===== src/rtl/lsu_mem_master_if.sv =====
// ----------------------------------------------------------------------------
// lsu_mem_master_if
// Bundles the pipeline request/response handshake and the data-memory
// req/ack port of the load/store initiator.
//
// Modports
//   master : the LSU view (accepts requests, returns responses, drives memory)
//   slave  : the environment view (pipeline stage + data memory)
//
// Signals
//   req_valid/req_ready/req_we/req_type/req_addr/req_wdata : pipeline request
//   rsp_valid/rsp_rdata/rsp_err                            : pipeline response
//   mem_req/mem_we/mem_be/mem_addr/mem_wdata               : memory access
//   mem_ack/mem_rdata                                      : memory completion
// ----------------------------------------------------------------------------
interface lsu_mem_master_if #(
    parameter int unsigned ADDR_W = 32,
    parameter int unsigned DATA_W = 32
);
    logic              req_valid;
    logic              req_ready;
    logic              req_we;
    logic [2:0]        req_type;
    logic [ADDR_W-1:0] req_addr;
    logic [DATA_W-1:0] req_wdata;

    logic              rsp_valid;
    logic [DATA_W-1:0] rsp_rdata;
    logic              rsp_err;

    logic              mem_req;
    logic              mem_we;
    logic [3:0]        mem_be;
    logic [ADDR_W-1:0] mem_addr;
    logic [DATA_W-1:0] mem_wdata;
    logic              mem_ack;
    logic [DATA_W-1:0] mem_rdata;

    modport master (
        input  req_valid, req_we, req_type, req_addr, req_wdata,
        input  mem_ack, mem_rdata,
        output req_ready, rsp_valid, rsp_rdata, rsp_err,
        output mem_req, mem_we, mem_be, mem_addr, mem_wdata
    );

    modport slave (
        output req_valid, req_we, req_type, req_addr, req_wdata,
        output mem_ack, mem_rdata,
        input  req_ready, rsp_valid, rsp_rdata, rsp_err,
        input  mem_req, mem_we, mem_be, mem_addr, mem_wdata
    );
endinterface


===== src/rtl/lsu_mem_master.sv =====
// ----------------------------------------------------------------------------
// lsu_mem_master
// Load/store initiator between the MEM pipeline stage and a byte-addressed,
// word-wide data memory. Takes one request at a time, aligns store data and
// builds the byte-lane mask, runs the mem_req/mem_ack handshake, then
// extracts and sign/zero-extends load data.
//
// Ports
//   clk   : rising-edge clock
//   rstn  : asynchronous active-low reset
//   bus   : lsu_mem_master_if.master (request, response and memory signals)
//
// Configuration macro
//   LSU_MISALIGN_SPLIT_EN : when defined, accesses crossing a word boundary
//                           are split into two word accesses; otherwise they
//                           are answered at once with rsp_err = 1.
// ----------------------------------------------------------------------------
module lsu_mem_master #(
    parameter int unsigned ADDR_W = 32,
    parameter int unsigned DATA_W = 32
) (
    input  logic             clk,
    input  logic             rstn,
    lsu_mem_master_if.master bus
);

    localparam logic [1:0] IDLE = 2'd0;
    localparam logic [1:0] ACC0 = 2'd1;
`ifdef LSU_MISALIGN_SPLIT_EN
    localparam logic [1:0] ACC1 = 2'd2;
`endif
    localparam logic [1:0] RESP = 2'd3;

    logic [1:0]        state_q,     state_d;
    logic              we_q,        we_d;
    logic [2:0]        type_q,      type_d;
    logic [1:0]        off_q,       off_d;
    logic              mem_req_q,   mem_req_d;
    logic              mem_we_q,    mem_we_d;
    logic [3:0]        mem_be_q,    mem_be_d;
    logic [ADDR_W-1:0] mem_addr_q,  mem_addr_d;
    logic [DATA_W-1:0] mem_wdata_q, mem_wdata_d;
    logic              rsp_valid_q, rsp_valid_d;
    logic              rsp_err_q,   rsp_err_d;
    logic [DATA_W-1:0] rsp_rdata_q, rsp_rdata_d;
`ifdef LSU_MISALIGN_SPLIT_EN
    logic              split_q,     split_d;
    logic [3:0]        be2_q,       be2_d;
    logic [DATA_W-1:0] wdata2_q,    wdata2_d;
    logic [DATA_W-1:0] ldlo_q,      ldlo_d;
`endif

    // ---------------- request decode ----------------
    logic [2:0] size_w;
    logic [3:0] base_w;
    logic       mis_w;

    always_comb begin
        case (bus.req_type)
            3'd1, 3'd2: begin size_w = 3'd2; base_w = 4'b0011; end
            3'd3, 3'd4: begin size_w = 3'd1; base_w = 4'b0001; end
            default:    begin size_w = 3'd4; base_w = 4'b1111; end
        endcase
    end

    assign mis_w = ({1'b0, bus.req_addr[1:0]} + size_w) > 3'd4;

    // Lane-shifted mask/data; in split builds the bits pushed past lane 3
    // are exactly the second-word mask/data.
`ifdef LSU_MISALIGN_SPLIT_EN
    logic [7:0]          mask_w;
    logic [2*DATA_W-1:0] wsh_w;
    assign mask_w = {4'b0000, base_w} << bus.req_addr[1:0];
    assign wsh_w  = {{DATA_W{1'b0}}, bus.req_wdata} << {bus.req_addr[1:0], 3'b000};
`else
    logic [3:0]          mask_w;
    logic [DATA_W-1:0]   wsh_w;
    assign mask_w = base_w << bus.req_addr[1:0];
    assign wsh_w  = bus.req_wdata << {bus.req_addr[1:0], 3'b000};
`endif

    // ---------------- load data path ----------------
    logic [DATA_W-1:0] raw_w;
    assign raw_w = bus.mem_rdata >> {off_q, 3'b000};

`ifdef LSU_MISALIGN_SPLIT_EN
    // second word supplies the bytes above the (4 - off) taken from the first
    logic [DATA_W-1:0] hi_w;
    assign hi_w = bus.mem_rdata << {3'd4 - {1'b0, off_q}, 3'b000};
`endif

    function automatic logic [DATA_W-1:0] extend(input logic [2:0] t,
                                                 input logic [DATA_W-1:0] r);
        case (t)
            3'd1:    return {{(DATA_W-16){r[15]}}, r[15:0]};
            3'd2:    return {{(DATA_W-16){1'b0}},  r[15:0]};
            3'd3:    return {{(DATA_W-8){r[7]}},   r[7:0]};
            3'd4:    return {{(DATA_W-8){1'b0}},   r[7:0]};
            default: return r;
        endcase
    endfunction

    // ---------------- control ----------------
    always_comb begin
        state_d     = state_q;
        we_d        = we_q;
        type_d      = type_q;
        off_d       = off_q;
        mem_req_d   = mem_req_q;
        mem_we_d    = mem_we_q;
        mem_be_d    = mem_be_q;
        mem_addr_d  = mem_addr_q;
        mem_wdata_d = mem_wdata_q;
        rsp_valid_d = 1'b0;
        rsp_err_d   = 1'b0;
        rsp_rdata_d = rsp_rdata_q;
`ifdef LSU_MISALIGN_SPLIT_EN
        split_d     = split_q;
        be2_d       = be2_q;
        wdata2_d    = wdata2_q;
        ldlo_d      = ldlo_q;
`endif
        case (state_q)
            IDLE: begin
                if (bus.req_valid) begin
                    we_d   = bus.req_we;
                    type_d = bus.req_type;
                    off_d  = bus.req_addr[1:0];
`ifndef LSU_MISALIGN_SPLIT_EN
                    if (mis_w) begin
                        state_d     = RESP;
                        rsp_valid_d = 1'b1;
                        rsp_err_d   = 1'b1;
                        rsp_rdata_d = '0;
                    end else
`endif
                    begin
                        state_d     = ACC0;
                        mem_we_d    = bus.req_we;
                        mem_be_d    = mask_w[3:0];
                        mem_addr_d  = {bus.req_addr[ADDR_W-1:2], 2'b00};
                        mem_wdata_d = wsh_w[DATA_W-1:0];
`ifdef LSU_MISALIGN_SPLIT_EN
                        split_d     = mis_w;
                        be2_d       = mask_w[7:4];
                        wdata2_d    = wsh_w[2*DATA_W-1:DATA_W];
`endif
                    end
                end
            end
            ACC0: begin
                if (!mem_req_q) begin
                    mem_req_d = 1'b1;
                end else if (bus.mem_ack) begin
`ifdef LSU_MISALIGN_SPLIT_EN
                    if (split_q) begin
                        state_d     = ACC1;
                        mem_addr_d  = mem_addr_q + ADDR_W'(4);
                        mem_be_d    = be2_q;
                        mem_wdata_d = wdata2_q;
                        ldlo_d      = raw_w;
                    end else
`endif
                    begin
                        state_d     = RESP;
                        mem_req_d   = 1'b0;
                        mem_we_d    = 1'b0;
                        rsp_valid_d = 1'b1;
                        rsp_rdata_d = we_q ? '0 : extend(type_q, raw_w);
                    end
                end
            end
`ifdef LSU_MISALIGN_SPLIT_EN
            ACC1: begin
                if (bus.mem_ack) begin
                    state_d     = RESP;
                    mem_req_d   = 1'b0;
                    mem_we_d    = 1'b0;
                    rsp_valid_d = 1'b1;
                    rsp_rdata_d = we_q ? '0 : extend(type_q, ldlo_q | hi_w);
                end
            end
`endif
            RESP:    state_d = IDLE;
            default: state_d = IDLE;
        endcase
    end

    always_ff @(posedge clk or negedge rstn) begin
        if (!rstn) begin
            state_q     <= IDLE;
            we_q        <= 1'b0;
            type_q      <= '0;
            off_q       <= '0;
            mem_req_q   <= 1'b0;
            mem_we_q    <= 1'b0;
            mem_be_q    <= '0;
            mem_addr_q  <= '0;
            mem_wdata_q <= '0;
            rsp_valid_q <= 1'b0;
            rsp_err_q   <= 1'b0;
            rsp_rdata_q <= '0;
`ifdef LSU_MISALIGN_SPLIT_EN
            split_q     <= 1'b0;
            be2_q       <= '0;
            wdata2_q    <= '0;
            ldlo_q      <= '0;
`endif
        end else begin
            state_q     <= state_d;
            we_q        <= we_d;
            type_q      <= type_d;
            off_q       <= off_d;
            mem_req_q   <= mem_req_d;
            mem_we_q    <= mem_we_d;
            mem_be_q    <= mem_be_d;
            mem_addr_q  <= mem_addr_d;
            mem_wdata_q <= mem_wdata_d;
            rsp_valid_q <= rsp_valid_d;
            rsp_err_q   <= rsp_err_d;
            rsp_rdata_q <= rsp_rdata_d;
`ifdef LSU_MISALIGN_SPLIT_EN
            split_q     <= split_d;
            be2_q       <= be2_d;
            wdata2_q    <= wdata2_d;
            ldlo_q      <= ldlo_d;
`endif
        end
    end

    assign bus.req_ready = (state_q == IDLE);
    assign bus.rsp_valid = rsp_valid_q;
    assign bus.rsp_err   = rsp_err_q;
    assign bus.rsp_rdata = rsp_rdata_q;
    assign bus.mem_req   = mem_req_q;
    assign bus.mem_we    = mem_we_q;
    assign bus.mem_be    = mem_be_q;
    assign bus.mem_addr  = mem_addr_q;
    assign bus.mem_wdata = mem_wdata_q;

endmodule


===== src/flat_wrapper.sv =====
// flat-port wrapper written by rule: the top's interface ports become plain ports
module lsu_mem_master_flat 
#(
    parameter int unsigned ADDR_W = 32,
    parameter int unsigned DATA_W = 32
)
  (clk, rstn, bus_req_valid, bus_req_we, bus_req_type, bus_req_addr, bus_req_wdata, bus_mem_ack, bus_mem_rdata, bus_req_ready, bus_rsp_valid, bus_rsp_rdata, bus_rsp_err, bus_mem_req, bus_mem_we, bus_mem_be, bus_mem_addr, bus_mem_wdata);
  lsu_mem_master_if #(.ADDR_W(ADDR_W), .DATA_W(DATA_W)) bus_i ();
  input  logic clk;
  input  logic rstn;
  input wire logic [$bits(bus_i.req_valid)-1:0] bus_req_valid;
  input wire logic [$bits(bus_i.req_we)-1:0] bus_req_we;
  input wire logic [$bits(bus_i.req_type)-1:0] bus_req_type;
  input wire logic [$bits(bus_i.req_addr)-1:0] bus_req_addr;
  input wire logic [$bits(bus_i.req_wdata)-1:0] bus_req_wdata;
  input wire logic [$bits(bus_i.mem_ack)-1:0] bus_mem_ack;
  input wire logic [$bits(bus_i.mem_rdata)-1:0] bus_mem_rdata;
  output wire logic [$bits(bus_i.req_ready)-1:0] bus_req_ready;
  output wire logic [$bits(bus_i.rsp_valid)-1:0] bus_rsp_valid;
  output wire logic [$bits(bus_i.rsp_rdata)-1:0] bus_rsp_rdata;
  output wire logic [$bits(bus_i.rsp_err)-1:0] bus_rsp_err;
  output wire logic [$bits(bus_i.mem_req)-1:0] bus_mem_req;
  output wire logic [$bits(bus_i.mem_we)-1:0] bus_mem_we;
  output wire logic [$bits(bus_i.mem_be)-1:0] bus_mem_be;
  output wire logic [$bits(bus_i.mem_addr)-1:0] bus_mem_addr;
  output wire logic [$bits(bus_i.mem_wdata)-1:0] bus_mem_wdata;
  assign bus_i.req_valid = bus_req_valid;
  assign bus_i.req_we = bus_req_we;
  assign bus_i.req_type = bus_req_type;
  assign bus_i.req_addr = bus_req_addr;
  assign bus_i.req_wdata = bus_req_wdata;
  assign bus_i.mem_ack = bus_mem_ack;
  assign bus_i.mem_rdata = bus_mem_rdata;
  assign bus_req_ready = bus_i.req_ready;
  assign bus_rsp_valid = bus_i.rsp_valid;
  assign bus_rsp_rdata = bus_i.rsp_rdata;
  assign bus_rsp_err = bus_i.rsp_err;
  assign bus_mem_req = bus_i.mem_req;
  assign bus_mem_we = bus_i.mem_we;
  assign bus_mem_be = bus_i.mem_be;
  assign bus_mem_addr = bus_i.mem_addr;
  assign bus_mem_wdata = bus_i.mem_wdata;
  lsu_mem_master #(.ADDR_W(ADDR_W), .DATA_W(DATA_W)) u_core (.clk(clk), .rstn(rstn), .bus(bus_i));
endmodule

===== config.mk =====
export PLATFORM = sky130hd
export DESIGN_NAME = lsu_mem_master_flat
export DESIGN_NICKNAME = d
export VERILOG_FILES = /design/src/rtl/lsu_mem_master_if.sv /design/src/rtl/lsu_mem_master.sv /design/src/flat_wrapper.sv
export SDC_FILE = /design/constraint.sdc
export NUM_CORES = 1
export LEC_CHECK = 0
export CAP_MARGIN = 20
export CORE_UTILIZATION = 44
export DETAILED_ROUTE_END_ITERATION = 10
export GPL_ROUTABILITY_DRIVEN = 0
export GPL_TIMING_DRIVEN = 0
export PLACE_DENSITY = 0.8
export SETUP_SLACK_MARGIN = 0.3
export SLEW_MARGIN = 20
export SYNTH_ARGS = -nofsm -noshare
export SYNTH_HDL_FRONTEND = slang
export SYNTH_SLANG_ARGS = --single-unit

===== constraint.sdc =====
create_clock -name clk -period 2.3 [get_ports clk]
set_input_delay 0.46 -clock clk [delete_from_list [all_inputs] [get_ports clk]]
set_output_delay 0.46 -clock clk [all_outputs]
set_load 0.005 [all_outputs]

---- Word level (Yosys, flattened, before mapping) ----
Index checks and enable logic that the tools add are counted.
storage, ports and cells
  register bits after elaboration ......... 110
  input bits .............................. 104
operators by class
  $add $sub $neg .......................... 1
  order comparisons ....................... 1
  equality and inequality tests ........... 14
  shift operators ......................... 3
  multiplexer cells ....................... 27
  bitwise operators ....................... 1
  reductions and logical operators ........ 9
operators with widths
  kind                                                                     count
  32-bit 2-to-1 mux                                                        5
  32-bit one-hot mux with 4 select lines                                   1
  32-bit one-hot mux with 2 select lines                                   1
  32-bit by 5-bit << shifter with 32-bit output                            1
  32-bit by 5-bit >> shifter with 32-bit output                            1
  3-bit by 2-bit == test with 1-bit output, second input constant          4
  1-bit 2-to-1 mux                                                         11
  5-bit AND reduction                                                      2
  2-bit 2-to-1 mux                                                         4
  4-bit one-hot mux with 2 select lines                                    1
  3-bit by 1-bit == test with 1-bit output, second input constant          2
  3-bit == test, second input constant                                     2
  2-bit inequality test, second input constant                             3
  3-bit one-hot mux with 2 select lines                                    1
  3-bit AND reduction                                                      2
  2-bit by 1-bit inequality test with 1-bit output, second input constant  2
  1-bit one-hot mux with 2 select lines                                    2
  2-bit one-hot mux with 2 select lines                                    1
  2-bit OR reduction                                                       2
  4-bit by 2-bit << shifter with 4-bit output                              1
  2-bit by 3-bit adder with 3-bit output                                   1
  3-bit greater-than comparator, second input constant                     1
  2-bit by 1-bit == test with 1-bit output, second input constant          1
  2-bit zero test                                                          1
  3 further kinds                                                          3

---- Depth between registers and ports, before layout ----
Gate-level depths: netlist of the first run.
  depth after elaboration ................. 8
  mapped depth ............................ 13
  mapped depth without buffers ............ 11

---- Least setup slack after synthesis of the first run ----
Ideal clock, no wire load.
  path type ............................... input-to-reg
  from .................................... in bus_req_type[1]
  to ...................................... reg u_core.mem_be_q[0] (netlist: u_core.bus.mem_be[0])
  setup time .............................. 0.125 ns
  data arrival time ....................... 2.516 ns
  required time ........................... 2.175 ns
  path slack .............................. -0.340 ns
  stages .................................. 11
  path through ............................ nor2_1 > a21oi_1 > inv_1 > ha_1 > inv_1 > fa_1 > xor2_1 > xnor2_2 > a21oi_4 > buf_4 > mux2_2
on the way
  word-level cells in the longest chain between the ends .. 7
  elaborated cells between the ends (all ways) .. 13
  classes of those cells .................. add/sub (1); order compare (1); eq/ne (4); shift (1); mux (2); bitwise (1); reduce/logical (3)
RTL lines
  element                                                           line                   text
  start, declared                                                   flat_wrapper.sv:13     input wire logic [$bits(bus_i.req_type)-1:0] bus_req_type;
  3-bit by 2-bit == test with 1-bit output (tied with other cells)  lsu_mem_master.sv:59   case (bus.req_type)
  2-bit OR reduction                                                lsu_mem_master.sv:59
  3-bit one-hot mux with 2 select lines                             lsu_mem_master.sv:59
  2-bit by 3-bit adder with 3-bit output                            lsu_mem_master.sv:66   assign mis_w = ({1'b0, bus.req_addr[1:0]} + size_w) > 3'd4;
  3-bit greater-than comparator                                     lsu_mem_master.sv:66
  1-bit inverter (no line)                                          -
  3-bit AND reduction (no line)                                     -
  end signal, assigned                                              lsu_mem_master.sv:216  mem_be_q <= mem_be_d;
  end, declared                                                     lsu_mem_master.sv:40   logic [3:0] mem_be_q, mem_be_d;
Parallel ways exist; a longest one is shown, timed or not.
A chain may end at the register's enable or synchronous reset.

---- Final worst setup path of the first run ----
  from .................................... in bus_req_type[2]
  to ...................................... reg u_core.rsp_rdata_q[17] (netlist: u_core.bus.rsp_rdata[17])
on the way
  word-level cells in the longest chain between the ends .. 7
  elaborated cells between the ends (all ways) .. 11
  classes of those cells .................. add/sub (1); order compare (1); eq/ne (5); mux (1); reduce/logical (3)
RTL lines
  element                                                           line                   text
  3-bit by 2-bit == test with 1-bit output (tied with other cells)  lsu_mem_master.sv:59
  2-bit OR reduction                                                lsu_mem_master.sv:59
  3-bit one-hot mux with 2 select lines *                           lsu_mem_master.sv:59
  2-bit by 3-bit adder with 3-bit output *                          lsu_mem_master.sv:66
  3-bit greater-than comparator *                                   lsu_mem_master.sv:66
  2-bit by 1-bit inequality test with 1-bit output (no line) *      -
  5-bit AND reduction (no line) *                                   -
  end signal, assigned                                              lsu_mem_master.sv:221  rsp_rdata_q <= rsp_rdata_d;
  end, declared                                                     lsu_mem_master.sv:45   logic [DATA_W-1:0] rsp_rdata_q, rsp_rdata_d;
Mark *: on every way between the ends. The rest lies on a longest branch, timed or not.

==> out/results.tsv, run 1 <==
stage	metric	value	unit
status	status	finished, violations left	
status	violations	negative setup slack	
drt	wl	19800	um
worst_setup_path	critPathCaptureType	register	
timing	fin_crit_sh	105	%
synth	ys_ff_latch	110	
clock_tree	path_clk_slew	0.08	ns
timing	skew	0.0113	ns
worst_setup_path	path_delay_family	buffers and inverters	
timing	post-route-min-period	2.41	ns
timing	timing.hold.ws	0.0476	ns
global_route	grt_max_degree	60	
clock_tree	clk_path_buf_depth	2	
synth	syn_area_per_cell	10.3	um2
clock_tree	clk_latency	0.36	ns
synth	syn_inst	525	
global_route	grt_pass1_vias	5298	
global_route	grt_util_all_layers	28.8	%
flow_run	cap_violations	0	
finish	n_antenna_cell	0	
finish	final_cell_mix	200 x clkdlybuf4s50_1, 109 x dfrtp_1, 43 x mux2_4	
worst_setup_path	crit_chain	buf_8 -> and3b_1 -> a21oi_2 -> inv_1 -> ha_2 -> inv_2 -> fa_2 -> xor2_2 -> xnor2_2 -> a31oi_4 -> clkbuf_16 -> clkbuf_16 -> nand2_4 -> o31ai_4	
finish	fill_cells	693	
timing	worstMarginPinSlew	1.04	ns
synth	yosys.area.top_type	dfrtp_1	
floorplan	io_pins	209	
placed_design	place_area	7760	um2
timing	fin_setup_tns	-7.19	ns
placed_design	hpwlAfterDp	12400	um
drt	dr_total_vias	5271	
timing	max-slew-margin-rel	30.3	%
synth	yosysWarnings	0	
power_and_ir_drop	powerDensity	1270	nW/um2
clock_tree	cts_root_buf	clkbuf_16	
timing	setup_viol	89	
synth	syn_area	5410	um2
worst_setup_path	cp_max_fo	7	
drt	drt_pre_antenna_iters	6	
drt	first_iter_violations	489	
global_route	antenna_found_initial	0	
finish	syn_to_final_growth	75.8	%
worst_setup_path	crit_path_start	bus_req_type[2]	
synth	ys_types	40	
floorplan	dieHeight	113	um
worst_setup_path	critical_path_buf_inv_count	5	
floorplan	initial_core_util	45.0	%
worst_setup_path	reg2reg_from	u_core.state_q[0]$_DFFE_PN0P_	
synth	synth-seq-area-share	50.9	%
global_route	grt_pass1_wl	28400	um
finish	multi_input_area	3410	um2
floorplan	row_count	40	
synth	async_flop_share	100	%
floorplan	die_w	113	um
finish	fin_area	9500	um2
drt	ant_nets	0	
synth	synth_flop_cell	dfrtp_1	
worst_setup_path	arrival	2.68	ns
finish	nets	868	
timing	finalHoldViolations	0	
global_route	grt.overflow.total	0	
worst_setup_path	cp_common_cell	clkbuf_16	
synth	synth_top_area_share	50.9	%
drt	wl_per_cell	21.7	um
synth	synth_area_leaders	dfrtp_1 51%, mux2_2 8.1%, mux2i_1 6.1%, o31ai_1 4.4%, a21oi_1 4.0%	
worst_setup_path	critical_path_class	in2reg	
worst_setup_path	regToRegSetupSlack	0.02	ns
worst_setup_path	required	2.56	ns
finish	register_area	2750	um2
floorplan	dieArea	12700	um2
timing	clock.fmax	0.414	GHz
drt	drc	0	
clock_tree	tritoncts	done	
clock_tree	h-tree-depth	3	
min_path	hold_path_class	in2async	
timing	slew_violations	0	
clock_tree	cts_inserted_buffers	9	
power_and_ir_drop	leakage	3.99	nW
drt	vias_per_cell	5.77	
placed_design	port_buffers	206	
worst_setup_path	crit_slowest_cell	fa_2	
clock_tree	holdBufCountCts	0	
finish	layout_commonest_cell	clkdlybuf4s50_1	
worst_setup_path	slowest_delay	0.34	ns
finish	drive_gt1_share	27.6	%
clock_tree	cts_sinks	110	
timing	rsz0062_at_grt	yes	
power_and_ir_drop	peakVddDrop	0.644	mV
synth	synth_edf_count	0	
worst_setup_path	start_kind	primary input	
timing	setup_slack	-0.115	ns
floorplan	core_area	12000	um2
## final cells by class
| type | instances | share of cell area (%) |
|---|---|---|
| buffer | 40 | 4.16 |
| clock buffer | 11 | 2.55 |
| tap | 147 | 1.94 |
| multi-input combinational | 361 | 35.8 |
| inverter | 15 | 0.619 |
| sequential | 110 | 29.0 |
| clock inverter | 5 | 0.434 |
| timing repair buffer | 225 | 25.5 |
## cells by family after synthesis
group                      Yosys count  synth area share [%]
xor gates and xnor gates             4                 0.787
muxes                               77                  15.5
DFF                                110                  50.9
buffers and inverters               55                  4.58
other                                1                0.0693
adders and majority gates            2                 0.602
and+or+nand+nor                    147                  12.2
AOI/OAI and AO/OA                  129                  15.4
## where the power goes
part	switching, mW	leakage, nW	internal, mW
Sequential	0.649	1.38	2.77
Clock	0.763	0.138	0.781
Combinational	3.32	2.47	3.78
## final timing paths
kind / to / cells past startpoint
setup / recovery: u_core.bus.rsp_rdata[17]$_DFFE_PN0P_ / 14
hold / removal: u_core.bus.rsp_rdata[11]$_DFFE_PN0P_ / 1
setup reg to reg: u_core.bus.rsp_rdata[23]$_DFFE_PN0P_ / 7
hold reg to reg: u_core.bus.rsp_rdata[0]$_DFFE_PN0P_ / 1
max in group asynchronous: u_core.bus.mem_addr[3]$_DFFE_PN0P_ / 2
min in group clk: u_core.type_q[0]$_DFFE_PN0P_ / 3
## metal layers
| metal | wire length (um) | share of wire, % | track usage [%] | vias to the layer above |
|---|---|---|---|---|
| li1 | - | - | - | 2313 |
| met1 | 7230 | 36 | 34.7 | 2574 |
| met2 | 10200 | 51 | 50.0 | 328 |
| met3 | 1730 | 8.8 | 7.23 | 56 |
| met4 | 691 | 3.5 | 10.6 | 0 |
| met5 | 0 | 0 | 0 | - |
## through the flow
| stage | worst slack, ns | cells | power [mW] | utilization (%) |
|---|---|---|---|---|
| floorplan | -0.192 | 526 | 5.50 | - |
| global placement | -3.34 | 879 | 7.83 | 64.4 |
| detailed placement | -1.23 | 880 | 8.01 | 64.6 |
| CTS | -0.108 | 906 | 10.9 | 74.0 |
| global route | -0.174 | 914 | 12.6 | 79.1 |
| finish | -0.115 | 914 | 12.1 | 79.1 |
## flip-flops by register name, indices dropped and copies added, names as in the netlist
signal,cells
u_core.off_q,2
u_core.bus.rsp_valid,1
u_core.state_q,2
u_core.bus.mem_be,4
u_core.type_q,3
u_core.bus.rsp_err,1
u_core.bus.mem_addr,30
u_core.we_q,1
u_core.bus.mem_wdata,32
u_core.bus.mem_we,1
u_core.bus.mem_req,1
u_core.bus.rsp_rdata,32
## cell usage after synthesis, types with 2 or more instances
library cell  instances
a211oi_1             15
xnor2_1               2
mux2_2               39
buf_2                15
clkbuf_1             17
o31ai_1              32
o21ai_0              17
buf_4                 6
a21o_1                7
nor2b_1              16
nand2b_1             12
a2111oi_0             7
buf_1                 2
nand2_1              56
o22ai_1               2
mux2_1                4
inv_1                15
a21oi_1              43
dfrtp_1             110
mux2i_1              33
nor2_1               46
nand3_1              10
and2_1                2
## what timing repair did
item | CTS | global route
gates cloned | 4 | 6
setup buffers | 6 | 2
resized for setup | 188 | 94
setup endpoints to repair | 102 | 102
pin swaps | 22 | 38
(Power assumes the default switching activity.)
==> inputs of run 2 (changes only) <==
Settings changed: CORE_ASPECT_RATIO from default to 0.75, SKIP_LAST_GASP from default to 1.
==> out/results.tsv, run 2 (synthesis results as in run 1) <==
stage	metric	value	unit
clock_tree	holdBufCountCts	0	
clock_tree	path_clk_slew	0.08	ns
finish	drive_gt1_share	29.8	%
clock_tree	h-tree-depth	3	
global_route	grt_max_degree	64	
timing	rsz0062_at_grt	yes	
floorplan	dieArea	12700	um2
finish	layout_commonest_cell	clkdlybuf4s50_1	
worst_setup_path	critical_path_class	reg2reg	
drt	drc	0	
timing	clock.fmax	0.377	GHz
timing	setup_slack	-0.356	ns
clock_tree	clk_latency	0.35	ns
drt	wl	22500	um
finish	final_cell_mix	200 x clkdlybuf4s50_1, 110 x dfrtp_1, 43 x mux2_4	
drt	dr_total_vias	5720	
worst_setup_path	required	2.55	ns
timing	post-route-min-period	2.66	ns
worst_setup_path	start_kind	register	
status	status	finished, violations left	
clock_tree	clk_path_buf_depth	2	
power_and_ir_drop	peakVddDrop	0.755	mV
worst_setup_path	cp_max_fo	10	
placed_design	hpwlAfterDp	12400	um
drt	first_iter_violations	703	
floorplan	initial_core_util	45.9	%
timing	skew	0.0168	ns
min_path	hold_path_class	in2async	
power_and_ir_drop	total_power	12.6	mW
floorplan	io_pins	209	
drt	ant_nets	0	
drt	vias_per_cell	5.98	
timing	worstMarginPinSlew	1.16	ns
placed_design	dp.cells	895	
timing	setup_viol	100	
flow_run	cap_violations	0	
floorplan	dieHeight	98.0	um
finish	nets	895	
timing	fin_crit_sh	115	%
floorplan	die_w	130	um
floorplan	row_count	34	
clock_tree	cts_sinks	110	
finish	syn_to_final_growth	82.5	%
floorplan	core_area	11800	um2
finish	fin_cells	956	
worst_setup_path	arrival	2.90	ns
worst_setup_path	critPathCaptureType	register	
timing	finalHoldViolations	0	
clock_tree	cts_inserted_buffers	9	
finish	n_antenna_cell	0	
timing	slew_violations	0	
placed_design	port_buffers	206	
global_route	grt_util_all_layers	31.5	%
power_and_ir_drop	powerDensity	1280	nW/um2
power_and_ir_drop	leakage	4.18	nW
global_route	grt_pass1_wl	30400	um
timing	max-slew-margin-rel	22.2	%
clock_tree	tritoncts	done	
global_route	grt_pass1_vias	5763	
global_route	grt.overflow.total	0	
status	violations	negative setup slack	
global_route	antenna_found_initial	0	
timing	timing.hold.ws	0.0429	ns
drt	wl_per_cell	23.5	um
drt	drt_pre_antenna_iters	8	
clock_tree	cts_root_buf	clkbuf_16	
run 2: changes by cell type in the layout (fill, tap and decap cells not counted), moves of 3 or more:
cell       previous run  this run
buf_6                 4        16
buf_4                 9        16
o31ai_4              19        15
buf_8                 3         6
buf_16                3        10
clkbuf_16            17        14
o31ai_1               4         9
run 2: metrics by stage:
stage / TNS (ns) / setup WS [ns] / cell area [um2] / utilization, %
after global routing: -28.04 / -0.378 / 9870 / 83.7
after floorplan: -14.06 / -0.192 / 5490 / -
after detailed placement: -106.99 / -1.23 / 7780 / 66.0
final: -21.59 / -0.356 / 9870 / 83.7
after global placement: -457.29 / -3.27 / 7750 / 65.8
after CTS: -8.06 / -0.166 / 9280 / 78.7
run 2: repair_timing:
action                     4_1_cts  5_1_grt
pin swaps                       22       27
gates resized for setup        191      108
setup endpoints to repair      102      103
buffers inserted                29        3
cloned                          11        2
run 2: power by group:
part	internal (mW)	leakage (nW)	switching [mW]
sequential	2.77	1.38	0.686
combinational	3.92	2.64	3.51
clock	0.965	0.157	0.754
run 2: worst paths after layout:
path,depth (start not counted),slack [ns],to,startpoint
setup / recovery,7,-0.36,u_core.bus.rsp_rdata[22]$_DFFE_PN0P_,u_core.state_q[0]$_DFFE_PN0P_
setup reg to reg,7,-0.36,u_core.bus.rsp_rdata[22]$_DFFE_PN0P_,u_core.state_q[0]$_DFFE_PN0P_
hold / removal,1,0.04,u_core.state_q[0]$_DFFE_PN0P_,rstn
min in group clk,3,0.37,u_core.type_q[0]$_DFFE_PN0P_,bus_req_type[0]
max in group asynchronous,2,1.54,u_core.bus.mem_addr[13]$_DFFE_PN0P_,rstn
hold reg to reg,1,0.49,u_core.bus.rsp_rdata[0]$_DFFE_PN0P_,u_core.bus.rsp_rdata[0]$_DFFE_PN0P_
run 2: layer usage:
metal,vias to the layer above,GRT usage (%),part of all wire [%]
met5,-,0,0
met4,0,12.0,4.6
met3,109,9.26,12
met2,457,49.6,46
met1,2782,40.8,38
li1,2372,-,-
run 2: final cells by class:
cell class	count	area (um2)
multi-input combinational	361	3350
tap	162	203
clock inverter	6	91.3
fill	608	1920
buffer	40	397
timing repair buffer	252	2780
inverter	15	58.8
clock buffer	10	229
sequential	110	2750
run 2: worst max-delay path, stage by stage, from the launching register on:
cell and delay, ns:
dfrtp_1 0.46, nor2b_1 0.31, nand2b_1 0.14, clkbuf_1 0.34, a21oi_1 0.28, nand3_2 0.30, buf_2 0.38, o31ai_2 0.31
